[src/rtl/mem_arbiter.sv]
// Shared main-memory arbiter: serves write-through stores and 8-word I/D block
// fills on one pipelined memory port, priority store > D fill > I fill.
module mem_arbiter (
  input  logic        clk,
  input  logic        rst_n,
  input  logic        i_miss,
  input  logic [15:0] i_miss_addr,
  input  logic        d_miss,
  input  logic [15:0] d_miss_addr,
  input  logic        d_wr_req,
  input  logic [15:0] d_wr_addr,
  input  logic [15:0] d_wr_data,
  output logic        d_wr_ack,
  output logic        i_fill_valid,
  output logic        d_fill_valid,
  output logic        i_fill_done,
  output logic        d_fill_done,
  output logic [15:0] fill_data,
  output logic [2:0]  fill_word,
  output logic        busy,
  output logic        mem_en,
  output logic        mem_wr,
  output logic [15:0] mem_addr,
  output logic [15:0] mem_data_in,
  input  logic [15:0] mem_data_out,
  input  logic        mem_data_valid
);

  typedef enum logic [1:0] {IDLE, WRITE, FILL} state_t;
  typedef enum logic {OWN_I, OWN_D} owner_t;

  state_t      state, state_nxt;
  owner_t      owner;
  logic [11:0] base;
  logic [2:0]  issue_cnt;
  logic        issue_done;
  logic [2:0]  ret_cnt;

  logic        grant_wr, grant_d, grant_i;
  logic [15:0] miss_addr;
  logic        ret_valid, last_ret;

  // Block offsets of the miss addresses are meaningless: fills always start at word 0.
  logic unused_addr_bits;
  assign unused_addr_bits = ^{i_miss_addr[3:0], d_miss_addr[3:0]};

  always_comb begin
    // NOTE: every always_comb output gets a default first so no path infers a latch.
    grant_wr  = 1'b0;
    grant_d   = 1'b0;
    grant_i   = 1'b0;
    if (state == IDLE) begin
      grant_wr = d_wr_req;
      grant_d  = !d_wr_req && d_miss;
      grant_i  = !d_wr_req && !d_miss && i_miss;
    end
    miss_addr = grant_d ? d_miss_addr : i_miss_addr;
    ret_valid = (state == FILL) && mem_data_valid;
    last_ret  = ret_valid && (ret_cnt == 3'd7);
  end

  always_comb begin
    state_nxt = state;
    case (state)
      IDLE:    if (grant_wr) state_nxt = WRITE;
               else if (grant_d || grant_i) state_nxt = FILL;
      WRITE:   state_nxt = IDLE;
      FILL:    if (last_ret) state_nxt = IDLE;
      default: state_nxt = IDLE;
    endcase
  end

  always_comb begin
    busy         = (state != IDLE);
    d_wr_ack     = (state == WRITE);
    i_fill_valid = ret_valid && (owner == OWN_I);
    d_fill_valid = ret_valid && (owner == OWN_D);
    i_fill_done  = last_ret && (owner == OWN_I);
    d_fill_done  = last_ret && (owner == OWN_D);
    fill_data    = mem_data_out;
    fill_word    = ret_cnt;
  end

  // NOTE: reset is sampled on the clock edge (synchronous); all state uses <= so
  // every register sees pre-edge values regardless of statement order.
  always_ff @(posedge clk) begin
    if (!rst_n) state <= IDLE;
    else        state <= state_nxt;
  end

  always_ff @(posedge clk) begin
    if (!rst_n) begin
      owner       <= OWN_I;
      base        <= '0;
      issue_cnt   <= '0;
      issue_done  <= 1'b0;
      ret_cnt     <= '0;
      mem_en      <= 1'b0;
      mem_wr      <= 1'b0;
      mem_addr    <= '0;
      mem_data_in <= '0;
    end else begin
      case (state)
        IDLE: begin
          mem_en <= 1'b0;
          mem_wr <= 1'b0;
          if (grant_wr) begin
            mem_en      <= 1'b1;
            mem_wr      <= 1'b1;
            mem_addr    <= d_wr_addr;
            mem_data_in <= d_wr_data;
          end else if (grant_d || grant_i) begin
            // Word 0 is issued straight from the grant; the counter holds the next word.
            owner      <= grant_d ? OWN_D : OWN_I;
            base       <= miss_addr[15:4];
            mem_en     <= 1'b1;
            mem_addr   <= {miss_addr[15:4], 4'h0};
            issue_cnt  <= 3'd1;
            issue_done <= 1'b0;
            ret_cnt    <= '0;
          end
        end
        WRITE: begin
          mem_en <= 1'b0;
          mem_wr <= 1'b0;
        end
        FILL: begin
          if (!issue_done) begin
            mem_en    <= 1'b1;
            mem_addr  <= {base, issue_cnt, 1'b0};
            issue_cnt <= issue_cnt + 3'd1;
            if (issue_cnt == 3'd7) issue_done <= 1'b1;
          end else begin
            mem_en <= 1'b0;
          end
          // Wraps to 0 on the eighth return, leaving the counter clean for IDLE.
          if (ret_valid) ret_cnt <= ret_cnt + 3'd1;
        end
        default: ;
      endcase
    end
  end

endmodule

[config.mk]
export PLATFORM = sky130hd
export DESIGN_NAME = mem_arbiter
export DESIGN_NICKNAME = d
export VERILOG_FILES = /design/src/rtl/mem_arbiter.sv
export SDC_FILE = /design/constraint.sdc
export NUM_CORES = 1
export LEC_CHECK = 0
export ABC_AREA = 1
export BUFFER_PORTS_ARGS = -buffer_cell sky130_fd_sc_hd__buf_2
export CAP_MARGIN = 0
export CORE_ASPECT_RATIO = 0.8
export CORE_UTILIZATION = 46
export DETAILED_ROUTE_END_ITERATION = 6
export PLACE_DENSITY = 0.8
export SYNTH_ARGS = -nofsm -noshare
export SYNTH_HDL_FRONTEND = slang
export SYNTH_SLANG_ARGS = --single-unit
[constraint.sdc]
create_clock -name clk -period 2.04 [get_ports clk]
set_clock_uncertainty 0.15 [all_clocks]
set_input_delay 0.102 -clock clk [delete_from_list [all_inputs] [get_ports clk]]
set_output_delay 0.102 -clock clk [all_outputs]
set_load 0.02 [all_outputs]
## Word level (Yosys, flattened, before mapping)

Cells that the tools add are included.

| cells by class | value |
|---|---|
| add/subtract/negate cells | 2 |
| equal/unequal tests | 10 |
| muxes and demuxes | 32 |
| bitwise gates (word level) | 2 |
| reductions and logical operators | 24 |

Operators by type and width:

| cell | number |
|---|---|
| $mux W16 | 4 |
| $pmux W16 S2 | 1 |
| $mux W3 | 6 |
| $mux W1 | 12 |
| $pmux W3 S2 | 2 |
| $logic_and A1 B1 Y1 | 9 |
| $reduce_and A3 Y1 | 3 |
| $ne A2 B2 Y1 const B | 4 |
| $reduce_and A4 Y1 | 2 |
| $add A3 B1 Y3 const B | 2 |
| $eq A3 B3 Y1 const B | 2 |
| $mux W2 | 3 |
| $reduce_bool A2 Y1 | 3 |
| $pmux W1 S2 | 2 |
| $pmux W2 S2 | 1 |
| $reduce_and A2 Y1 | 2 |
| $ne A3 B2 Y1 const B | 1 |
| $pmux W1 S3 | 1 |
| $reduce_bool A3 Y1 | 1 |
| $eq A2 B1 Y1 const B | 1 |
| $eq A2 B2 Y1 const B | 1 |
| $logic_not A1 Y1 | 2 |
| $logic_not A2 Y1 | 1 |
| $ne A2 B1 Y1 const B | 1 |
| other kinds (2) | 3 |

| word-level totals | value |
|---|---|
| register bits | 56 |
| input bits | 86 |
| output and inout port bits | 59 |
| word-level logic and storage cells | 80 |

## Longest topological paths before layout

Gate-level depths: netlist of run 1.

| depth | value |
|---|---|
| depth in word-level cells | 8 |
| gate-level depth with buffers | 11 |

## Worst setup path after synthesis of run 1

OpenSTA, ideal clock, no wires.

| timing | value |
|---|---|
| kind | register to register |
| start | register state[0] |
| end | register mem_addr[9] |
| library setup time | 0.116 ns |
| arrival | 1.371 ns |
| required time | 1.774 ns |
| path slack | 0.403 ns |
| cell stages (with the launch flop) | 11 |
| path buffers | 2 |
| period minus slack after synthesis | 1.637 ns |
| cell sequence | dfxtp_1 -> inv_1 -> ha_1 -> buf_6 -> inv_4 -> nor2_2 -> nand3_2 -> nand2_4 -> buf_6 -> nor2_1 -> a21oi_2 |

| between the ends | value |
|---|---|
| word-level cells in the longest chain between the ends | 6 |
| elaborated cells between the ends (all ways) | 14 |
| classes of those cells | eq/ne: 3; mux: 7; reduce/logical: 4 |

Ends and longest elaborated chain:

| what | line | text |
|---|---|---|
| start, declared | 32 | `state_t state, state_nxt;` |
| start signal, assigned | 88 | `else state <= state_nxt;` |
| $logic_not A2 Y1 | 52, 103 |  |
| $mux W1 | 52 | `if (state == IDLE) begin` |
| $mux W16 | 57 | `miss_addr = grant_d ? d_miss_addr : i_miss_addr;` |
| $mux W16 | 112 | `end else if (grant_d \|\| grant_i) begin` |
| $mux W16 | 107 | `if (grant_wr) begin` |
| $pmux W16 S2 | 103 | `case (state)` |
| end signal, assigned | 110 | `mem_addr <= d_wr_addr;` |
| end signal, assigned | 117 | `mem_addr <= {miss_addr[15:4], 4'h0};` |
| end signal, assigned | 130 | `mem_addr <= {base, issue_cnt, 1'b0};` |
| end, declared | 23 | `output logic [15:0] mem_addr,` |

Several ways; a longest one is shown, not always the timed one. The select of a mux whose other input is x is not followed.
A chain may end at the register's enable or synchronous reset.

## Final worst setup path of run 1

| timing | value |
|---|---|
| start | register state[0] |
| end | register mem_addr[14] |

The elaborated chain is that of the path after synthesis.

==> results.sh, run 1 <==
export IMPL_run_status="complete, but fails checks"
export IMPL_violations="hold timing"
export IMPL_end_kind="flip-flop"
export IMPL_power_share_sequential=0.440
export IMPL_grt_overflow_total=0
export IMPL_postCtsSetupBuffers=0
export IMPL_worst_slew_pin_slew_ps=374
export IMPL_p_leak_nw=2.02
export IMPL_via_per_inst=4.85
export IMPL_cts_root_buf="clkbuf_8"
export IMPL_cts_tree="built"
export IMPL_routedWlPerCell_microns=12.1
export IMPL_seq_area_sq_mm=0.00112
export IMPL_holdWs_ps=-2.26
export IMPL_path_max_fanout=21
export IMPL_yosysSeqAreaShare=0.378
export IMPL_drc=0
export IMPL_final_hold_viol_count=1
export IMPL_dp_hpwl_microns=5160
export IMPL_p_sw_w=0.00108
export IMPL_drive_gt1_frac=0.278
export IMPL_grt_usage=0.226
export IMPL_fillers=544
export IMPL_cts_inserted_buffers=5
export IMPL_rsz0062_at_grt="false"
export IMPL_tns_ps=0
export IMPL_cts_htree_levels=2
export IMPL_gp_congestion=0.828
export IMPL_crit_buf_inv=3
export IMPL_first_pass_iters=5
export IMPL_cts_num_sinks=56
export IMPL_multi_input_area_sq_mm=0.00148
export IMPL_vias=3062
export IMPL_p_clk_frac=0.218
export IMPL_fin_crit_ps=1900
export IMPL_finalCritPeriodShare=0.931
export IMPL_syn_instance_count=430
export IMPL_syn_area_sq_mm=0.00296
export IMPL_ir_worst_vdd_v=0.000368
export IMPL_antenna_cells=0
export IMPL_worstRegToRegCells=8
export IMPL_yosysUniqueCellTypes=28
export IMPL_dieArea_sq_mm=0.00677
export IMPL_ys_ff_latch=56
export IMPL_syn_area_per_cell_sq_um=6.89
export IMPL_path_delay_family="simple AND/OR/NAND/NOR gates"
export IMPL_crit_chain="inv_2 -> ha_1 -> buf_4 -> nand3_4 -> buf_4 -> or2_1 -> nand3_1 -> a21oi_1"
export IMPL_num_rows=25
export IMPL_grt_pass1_vias=2786
export IMPL_start_kind="flip-flop"
export IMPL_path_clk_slew_ps=100
export IMPL_pin_count=145
export IMPL_worstPathArrival_ps=1960
export IMPL_portBuffers=104
export IMPL_cp_depth=8
export IMPL_initial_core_util=0.488
export IMPL_yosys_top_cells_area="dfxtp_1 38%, nand2_1 13%, nor2_1 7.7%, a21oi_1 5.1%, buf_4 4.8%"
export IMPL_antenna_found_initial=0
export IMPL_worstSetupPathType="reg -> reg"
export IMPL_synth_top_area_frac=0.378
export IMPL_ant_nets=0
export IMPL_crit_slowest_cell="dfxtp_2"
export IMPL_fin_nets=643
export IMPL_max_freq_mhz=526
export IMPL_fp_dieW_microns=91.7
export IMPL_grt_pass1_wl_microns=12200
export IMPL_drv_cap=0
export IMPL_hold_depth=5
export IMPL_drt_total_wl_microns=7610
export IMPL_crit_top_cell="buf_4"
export IMPL_clk_latency_ps=310
export IMPL_setup_violations=0
export IMPL_yosysWarnings=0
export IMPL_cts_buffer_depth=2
export IMPL_relSlewSlack=0.751
export IMPL_max_stage_delay_ps=350
export IMPL_p_int_w=0.00189
export IMPL_syn_nets=524
export IMPL_cp_required_ps=2100
export IMPL_die_h_microns=73.8
export IMPL_power_density_mw_per_mm2=763
export IMPL_slew_viol_final=0
export IMPL_coreArea_sq_mm=0.00607
export IMPL_dr_first_iter_drc_count=162
export IMPL_switching_share=0.362
export IMPL_synth_top_area_cell="dfxtp_1"
export IMPL_grt_max_degree=30
export IMPL_area_growth_pct=31.3
export IMPL_p_comb_frac=0.342
export IMPL_min_path_type="in -> reg"
worst min-delay path, delay by kind of cell:
| family | cells | cell delay, ps |
|---|---|---|
| buffers and inverters | 2 | 130 |
| and+or+nand+nor | 2 | 130 |
| AOI/OAI and AO/OA | 1 | 50 |
layer usage:
metal / track usage / vias to the layer above / part of all wire / wire length [microns]
met5: 0 / - / 0 / 0
met4: 0.0851 / 0 / 0.0072 / 55
met3: 0.0414 / 8 / 0.066 / 499
met2: 0.391 / 102 / 0.47 / 3610
met1: 0.284 / 1360 / 0.45 / 3440
li1: - / 1592 / - / -
path summary, 6_finish.rpt:
kind / endpoint / slack [ps] / startpoint
max: mem_addr[14]$_SDFFE_PN0P_ / 140 / state[0]$_SDFFE_PN0P_
min: base[9]$_SDFFE_PN0P_ / -2 / i_miss_addr[13]
max reg2reg: mem_addr[14]$_SDFFE_PN0P_ / 140 / state[0]$_SDFFE_PN0P_
min reg2reg: mem_addr[0]$_SDFFE_PN0P_ / 320 / mem_addr[0]$_SDFFE_PN0P_
flip-flops by register name, summed over array words and instances (netlist names):
register / cells
mem_addr: 16
mem_en: 1
owner: 1
mem_data_in: 16
issue_done: 1
state: 2
base: 12
mem_wr: 1
fill_word: 3
issue_cnt: 3
metrics by stage:
| step | cells | cell area [sq um] | util | setup WS [ps] | power (W) |
|---|---|---|---|---|---|
| global placement | 592 | 3440 | 0.567 | 137 | 0.00225 |
| finish | 631 | 3890 | 0.641 | 140 | 0.00297 |
| CTS | 631 | 3850 | 0.635 | 11.7 | 0.00296 |
| global route | 631 | 3890 | 0.641 | 7.33 | 0.00315 |
| floorplan | 430 | 2960 | - | 403 | 0.00204 |
| detailed placement | 592 | 3440 | 0.567 | 53.4 | 0.00227 |
cells in the final DEF (no fill, tap or decap), drive strengths merged:
cell / Yosys / final
nor2: 63 / 63
clkinv: 2 / 2
clkinvlp: 0 / 2
nand2: 105 / 105
nand4: 12 / 12
dlygate4sd3: 0 / 31
or2: 12 / 12
buf: 31 / 117
inv: 40 / 40
ha: 8 / 8
nand3: 24 / 24
o21ai: 36 / 36
dfxtp: 56 / 56
nor4: 1 / 1
clkbuf: 5 / 6
a21oi: 35 / 35
final cells by class:
class	count	share of cell area
Multi-Input combinational cell	296	0.380
Sequential cell	56	0.289
Timing Repair Buffer	148	0.239
Inverter	42	0.0412
Tap cell	81	0.0260
Clock buffer	6	0.0212
Clock inverter	2	0.00386
logic make-up (layout without fill, tap and decap cells):
family | count (synthesis) | after routing | share of synthesized area
simple gates | 217 | 217 | 0.323
flops | 56 | 56 | 0.378
fa+ha+maj | 8 | 8 | 0.0338
buf+inv | 78 | 198 | 0.135
compound gates | 71 | 71 | 0.130
power by group through the flow:
stage          clock network, W  registers, W  logic (W)
2_1_floorplan                 0       0.00145   0.000593
3_3_place_gp                  0       0.00132   0.000926
3_5_place_dp                  0       0.00133   0.000948
4_1_cts                0.000662       0.00130    0.00100
5_1_grt                0.000700       0.00132    0.00113
6_report               0.000648       0.00131    0.00102
Yosys cell counts:
cell	number
nor2_2	2
a21oi_1	30
nand3_2	3
buf_2	8
clkinv_1	2
nand3_4	1
o21ai_1	11
nand2_4	2
inv_1	36
buf_1	1
nand2_2	1
o21ai_0	24
nor2_1	61
nand2_1	102
nor4_1	1
or2_1	7
o21ai_4	1
buf_4	19
clkbuf_1	5
buf_6	3
nand4_1	12
or2_2	5
a21oi_2	5
inv_2	3
nand3_1	20
inv_4	1
dfxtp_1	56
ha_1	8
timing repair:
item,in CTS,in global routing
gates resized for setup,1,8
hold endpoints to repair,29,0
pin swaps,0,1
setup endpoints to repair,2,14
hold buffers,31,0
(Power assumes the default switching activity.)
==> run 2, diff against run 1 <==
Settings changed: CELL_PAD_IN_SITES_DETAIL_PLACEMENT set to 1, CELL_PAD_IN_SITES_GLOBAL_PLACEMENT set to 1, CORE_UTILIZATION 46 to 31, CTS_CLUSTER_SIZE set to 20, PLACE_DENSITY 0.8 to not set, PLACE_DENSITY_LB_ADDON set to 0.1.
==> run 2 against run 1 <==
Effect of this change:
- the flow finishes with violations (DRC, hold timing)
- power increased by 12%
- count of clock-buffer cells in the layout decreased by 1
- global-route usage decreased by 4.7 points
- non-clock buffer count decreased by 10
- final area increased by 0.42%
- register-to-register slack improved by 60 ps
- core utilization decreased by 21 points
- combinational power about the same
- flip-flop and latch count unchanged
- critical endpoint is now base[2]$_SDFFE_PN0P_
==> results.sh, run 2 (same netlist as run 1, synthesis figures left out) <==
export IMPL_holdWs_ps=-7.97
export IMPL_grt_overflow_total=0
export IMPL_fin_cells=656
export IMPL_portBuffers=104
export IMPL_min_from="d_wr_addr[1]"
export IMPL_dp_hpwl_microns=6330
export IMPL_coreArea_sq_mm=0.00915
export IMPL_layout_common_cells="104 x buf_2, 102 x nand2_1, 61 x nor2_1"
export IMPL_vias=3037
export IMPL_fin_nets=634
export IMPL_path_max_fanout=14
export IMPL_wl_met2_microns=4270
export IMPL_num_rows=31
export IMPL_dr_first_iter_drc_count=71
export IMPL_holdPathEnd="mem_addr[1]$_SDFFE_PN0P_"
export IMPL_crit_top_cell="buf_4"
export IMPL_end_kind="flip-flop"
export IMPL_path_clk_slew_ps=70
export IMPL_fin_crit_ps=1840
export IMPL_drc=16
export IMPL_p_leak_nw=2.02
export IMPL_worstPathArrival_ps=1920
export IMPL_violations="DRC, hold timing"
export IMPL_multi_input_area_sq_mm=0.00148
export IMPL_rsz0062_at_grt="false"
export IMPL_cts_root_buf="clkbuf_16"
export IMPL_cts_buffer_depth=2
export IMPL_worst_r2r_setup_slack_ps=200
export IMPL_finalPower_w=0.00334
export IMPL_final_util=0.427
export IMPL_layout_cells_most_common="buf_2"
export IMPL_cts_num_sinks=56
export IMPL_seq_area_sq_mm=0.00112
export IMPL_cts_inserted_buffers=5
export IMPL_drt_total_wl_microns=8920
export IMPL_final_hold_viol_count=1
export IMPL_antenna_found_initial=0
export IMPL_area_growth_pct=31.9
export IMPL_crit_slowest_cell="dfxtp_1"
export IMPL_initial_core_util=0.324
export IMPL_grt_max_degree=27
export IMPL_fillers=1207
export IMPL_ir_worst_vdd_v=0.000382
export IMPL_path_delay_family="buffers and inverters"
export IMPL_grt_pass1_vias=2942
export IMPL_run_status="complete, but fails checks"
export IMPL_setup_violations=0
export IMPL_dieArea_sq_mm=0.00995
export IMPL_r2r_end="base[2]$_SDFFE_PN0P_"
export IMPL_r2r_start="state[0]$_SDFFE_PN0P_"
export IMPL_antenna_cells=0
export IMPL_start_kind="flip-flop"
export IMPL_crit_chain="inv_2 -> ha_4 -> buf_4 -> nand3_2 -> nand2_2 -> buf_4 -> o21ai_0 -> a21oi_1"
export IMPL_drive_gt1_frac=0.288
export IMPL_grt_pass1_wl_microns=14000
export IMPL_top_regs="mem_addr: 16 flops, mem_data_in: 16 flops, base: 12 flops"
export IMPL_top_layer_used="met4"
export IMPL_cp_required_ps=2110
export IMPL_fp_dieW_microns=111
export IMPL_gp_congestion=0.767
export IMPL_power_density_mw_per_mm2=855
export IMPL_max_stage_delay_ps=350
export IMPL_via_per_inst=4.63
export IMPL_crit_buf_inv=3
export IMPL_cts_htree_levels=2
export IMPL_worstRegToRegCells=8
export IMPL_pin_count=145
export IMPL_wl_met1_microns=4200
export IMPL_drv_cap=0
export IMPL_worst_slew_pin_slew_ps=412
export IMPL_ant_nets=0
export IMPL_relSlewSlack=0.725
export IMPL_die_h_microns=89.4
export IMPL_clk_latency_ps=290
export IMPL_postCtsSetupBuffers=0
export IMPL_finalCritPeriodShare=0.904
export IMPL_min_path_type="in -> reg"
export IMPL_grt_usage=0.179
export IMPL_wl_met3_microns=353
export IMPL_slew_viol_final=0
export IMPL_first_pass_iters=6
export IMPL_max_freq_mhz=542
export IMPL_dp_cells=628
export IMPL_worstSetupPathType="reg -> reg"
export IMPL_hold_depth=5
export IMPL_cts_tree="built"
export IMPL_routedWlPerCell_microns=13.6
-- run 2: cell count changes in the layout (fill, tap and decap cells not counted), sizes merged --
cell | previous run | this run
clkbuf | 6 | 5
bufinv | 0 | 1
nand3 | 24 | 25
dlygate4sd3 | 31 | 19
buf | 117 | 119
clkinvlp | 2 | 1
clkinv | 2 | 3
-- run 2: tightest hold or removal path: stages --
cell	delay, ps
buf_2	80
nand2_1	40
nand2_1	50
o21ai_1	50
nor2_1	80
-- run 2: layout make-up --
cell class	instances	area share
tap	115	0.0368
inverter	42	0.0410
multi-input combinational	297	0.378
timing repair buffer	138	0.214
sequential	56	0.287
clock buffer	5	0.0320
clock inverter	3	0.0109
-- run 2: worst max path at each step --
stage	startpoint	to	cells past startpoint
6_report	state[0]$_SDFFE_PN0P_	base[2]$_SDFFE_PN0P_	8
5_1_grt	state[0]$_SDFFE_PN0P_	base[2]$_SDFFE_PN0P_	8
4_1_cts	state[0]$_SDFFE_PN0P_	base[2]$_SDFFE_PN0P_	7
3_5_place_dp	state[0]$_SDFFE_PN0P_	base[1]$_SDFFE_PN0P_	7
3_3_place_gp	state[0]$_SDFFE_PN0P_	mem_addr[6]$_SDFFE_PN0P_	8
2_1_floorplan	state[0]$_SDFFE_PN0P_	mem_addr[9]$_SDFFE_PN0P_	10
-- run 2: power by group --
| group | switching [W] | internal [W] | leakage [nW] |
|---|---|---|---|
| Combinational | 0.000652 | 0.000398 | 1.48 |
| Sequential | 0.0000760 | 0.00123 | 0.463 |
| Clock | 0.000404 | 0.000578 | 0.0798 |
-- run 2: metrics by stage --
step	setup slack (ps)	cell area (sq um)	TNS (ps)
5_1_grt	25.2	3910	0
6_report	196	3910	0
3_3_place_gp	12.3	3510	0
3_5_place_dp	-103	3510	-1140
2_1_floorplan	403	2960	0
4_1_cts	28.6	3880	0
-- run 2: what timing repair did --
action	4_1_cts	5_1_grt
hold buffers	19	0
pin swaps	0	1
gates cloned	0	1
resized for setup	2	4
endpoints found under the setup margin	32	29
hold endpoints to repair	19	0
-- run 2: routing by layer --
| layer | track usage | vias to the layer above |
|---|---|---|
| li1 | - | 1572 |
| met1 | 0.220 | 1391 |
| met2 | 0.323 | 65 |
| met3 | 0.0407 | 9 |
| met4 | 0.0442 | 0 |
| met5 | 0 | - |
==> run 3, diff against run 2 <==
Settings changed: CORE_ASPECT_RATIO 0.8 to not set, CORE_UTILIZATION 31 to 33.
Clock period 2.04 ns to 2.2 ns, I/O delays scaled along.
==> run 3 against run 2 <==
Effect of this change:
- the flow now finishes without violations
- core utilization grew 1.5 points
- clock power shrank 39%
- sequential power shrank 8%
- count of clock-buffer cells in the layout is the same
- flip-flop and latch count is the same
- highest routed layer is now met5
==> results.sh, run 3 (same netlist as run 1, synthesis figures left out) <==
export IMPL_run_status="finished clean"
export IMPL_cts_tree="built"
export IMPL_grt_overflow_total=0
export IMPL_multi_input_area_sq_mm=0.00145
export IMPL_seq_area_sq_mm=0.00112
export IMPL_finalCritPeriodShare=0.915
export IMPL_cp_required_ps=1940
export IMPL_worst_slack_ps=186
export IMPL_cts_htree_levels=2
export IMPL_postCtsSetupBuffers=0
export IMPL_layout_cells_most_common="buf_2"
export IMPL_rsz0062_at_grt="false"
export IMPL_first_pass_iters=4
export IMPL_start_kind="flip-flop"
export IMPL_setup_violations=0
export IMPL_grt_max_degree=29
export IMPL_max_freq_mhz=497
export IMPL_drv_cap=0
export IMPL_hold_depth=5
export IMPL_num_rows=34
export IMPL_cts_buffer_depth=2
export IMPL_post_place_ws_ps=198
export IMPL_ir_worst_vdd_v=0.000285
export IMPL_worst_r2r_setup_slack_ps=190
export IMPL_gp_congestion=0.725
export IMPL_dp_hpwl_microns=6090
export IMPL_worstRegToRegCells=9
export IMPL_dr_first_iter_drc_count=79
export IMPL_coreArea_sq_mm=0.00872
export IMPL_p_leak_nw=2.00
export IMPL_path_clk_slew_ps=110
export IMPL_ant_nets=0
export IMPL_fillers=1138
export IMPL_r2r_end="mem_addr[11]$_SDFFE_PN0P_"
export IMPL_tns_ps=0
export IMPL_power_density_mw_per_mm2=711
export IMPL_top_regs="mem_addr: 16 flops, mem_data_in: 16 flops, base: 12 flops"
export IMPL_min_path_type="in -> reg"
export IMPL_via_per_inst=4.63
export IMPL_end_kind="output pin"
export IMPL_r2r_start="state[0]$_SDFFE_PN0P_"
export IMPL_routedWlPerCell_microns=13.0
export IMPL_fp_dieW_microns=96.8
export IMPL_holdWs_ps=2.53
export IMPL_cts_num_sinks=56
export IMPL_pin_count=145
export IMPL_fin_crit_ps=2010
export IMPL_worstSetupPathType="reg -> out"
export IMPL_initial_core_util=0.340
export IMPL_drive_gt1_frac=0.271
export IMPL_die_h_microns=96.8
export IMPL_grt_pass1_wl_microns=14500
export IMPL_grt_pass1_vias=3093
export IMPL_vias=3035
export IMPL_layout_common_cells="104 x buf_2, 102 x nand2_1, 61 x nor2_1"
export IMPL_final_area_sq_mm=0.00386
export IMPL_cts_inserted_buffers=5
export IMPL_final_hold_viol_count=0
export IMPL_path_max_fanout=8
export IMPL_antenna_found_initial=1
export IMPL_drt_total_wl_microns=8530
export IMPL_area_growth_pct=30.2
export IMPL_clk_latency_ps=310
export IMPL_worstPathArrival_ps=1750
export IMPL_relSlewSlack=0.746
export IMPL_portBuffers=104
export IMPL_placed_area_sq_mm=0.00346
export IMPL_slew_viol_final=0
export IMPL_dieArea_sq_mm=0.00936
export IMPL_worst_slew_pin_slew_ps=381
export IMPL_grt_usage=0.187
export IMPL_antenna_cells=0
export IMPL_drc=0
export IMPL_fin_nets=640
export IMPL_cts_root_buf="clkbuf_8"
export IMPL_finalPower_w=0.00274
export IMPL_min_from="i_miss_addr[9]"
export IMPL_holdPathEnd="base[5]$_SDFFE_PN0P_"
-- run 3: cell types whose count changed in the layout (fill, tap and decap cells not counted), moves of 2 or more --
cell / previous run / this run
buf_4: 14 / 11
clkbuf_16: 5 / 0
clkbuf_8: 0 / 5
dlygate4sd3_1: 19 / 30
ha_4: 2 / 0
-- run 3: worst max path at each step --
| stage | cells past startpoint | end | from | slack (ps) |
|---|---|---|---|---|
| after floorplan | 10 | mem_addr[9]$_SDFFE_PN0P_ | state[0]$_SDFFE_PN0P_ | 560 |
| after global placement | 9 | mem_addr[8]$_SDFFE_PN0P_ | state[0]$_SDFFE_PN0P_ | 230 |
| final | 8 | i_fill_done | state[0]$_SDFFE_PN0P_ | 190 |
| after CTS | 8 | i_fill_done | state[0]$_SDFFE_PN0P_ | 40 |
| after global routing | 8 | d_fill_done | state[0]$_SDFFE_PN0P_ | 10 |
| after detailed placement | 9 | mem_addr[8]$_SDFFE_PN0P_ | state[0]$_SDFFE_PN0P_ | 200 |
-- run 3: metal layers --
metal / share of wire / vias up / global-route usage
met2: 0.48 / 64 / 0.330
met3: 0.036 / 15 / 0.0361
met1: 0.47 / 1378 / 0.236
met4: 0.0084 / 2 / 0.0379
met5: 0.0015 / - / 0
li1: - / 1576 / -
-- run 3: critical path, cell delays in order (launching register included) --
cell and delay, ps:
dfxtp_1 360, inv_1 90, ha_2 280, buf_4 190
nand2_1 100, inv_2 90, nand2_1 90, nor2_1 90
buf_2 170
-- run 3: layout make-up --
type / instances / share of cell area
Sequential cell: 56 / 0.291
Clock buffer: 5 / 0.0178
Multi-Input combinational cell: 296 / 0.375
Inverter: 42 / 0.0415
Tap cell: 108 / 0.0350
Timing Repair Buffer: 145 / 0.234
Clock inverter: 3 / 0.00584
-- run 3: report_power, final --
group          leakage [nW]  switching, W  internal, W  total (W)
Clock                0.0485      0.000370     0.000230   0.000600
Sequential            0.463     0.0000661      0.00114    0.00121
Combinational          1.49      0.000586     0.000346   0.000932
Total                  2.00       0.00102      0.00172    0.00274
-- run 3: what timing repair did --
action / in CTS / in global routing
resized for setup: 0 / 1
hold buffers: 30 / 0
endpoints found under the setup margin: 0 / 2
hold endpoints to repair: 31 / 0
-- run 3: metrics by stage --
stage,util,std cells
after floorplan,-,430
after global placement,0.397,617
after detailed placement,0.397,617
after CTS,0.442,655
after global routing,0.442,655
final,0.442,655
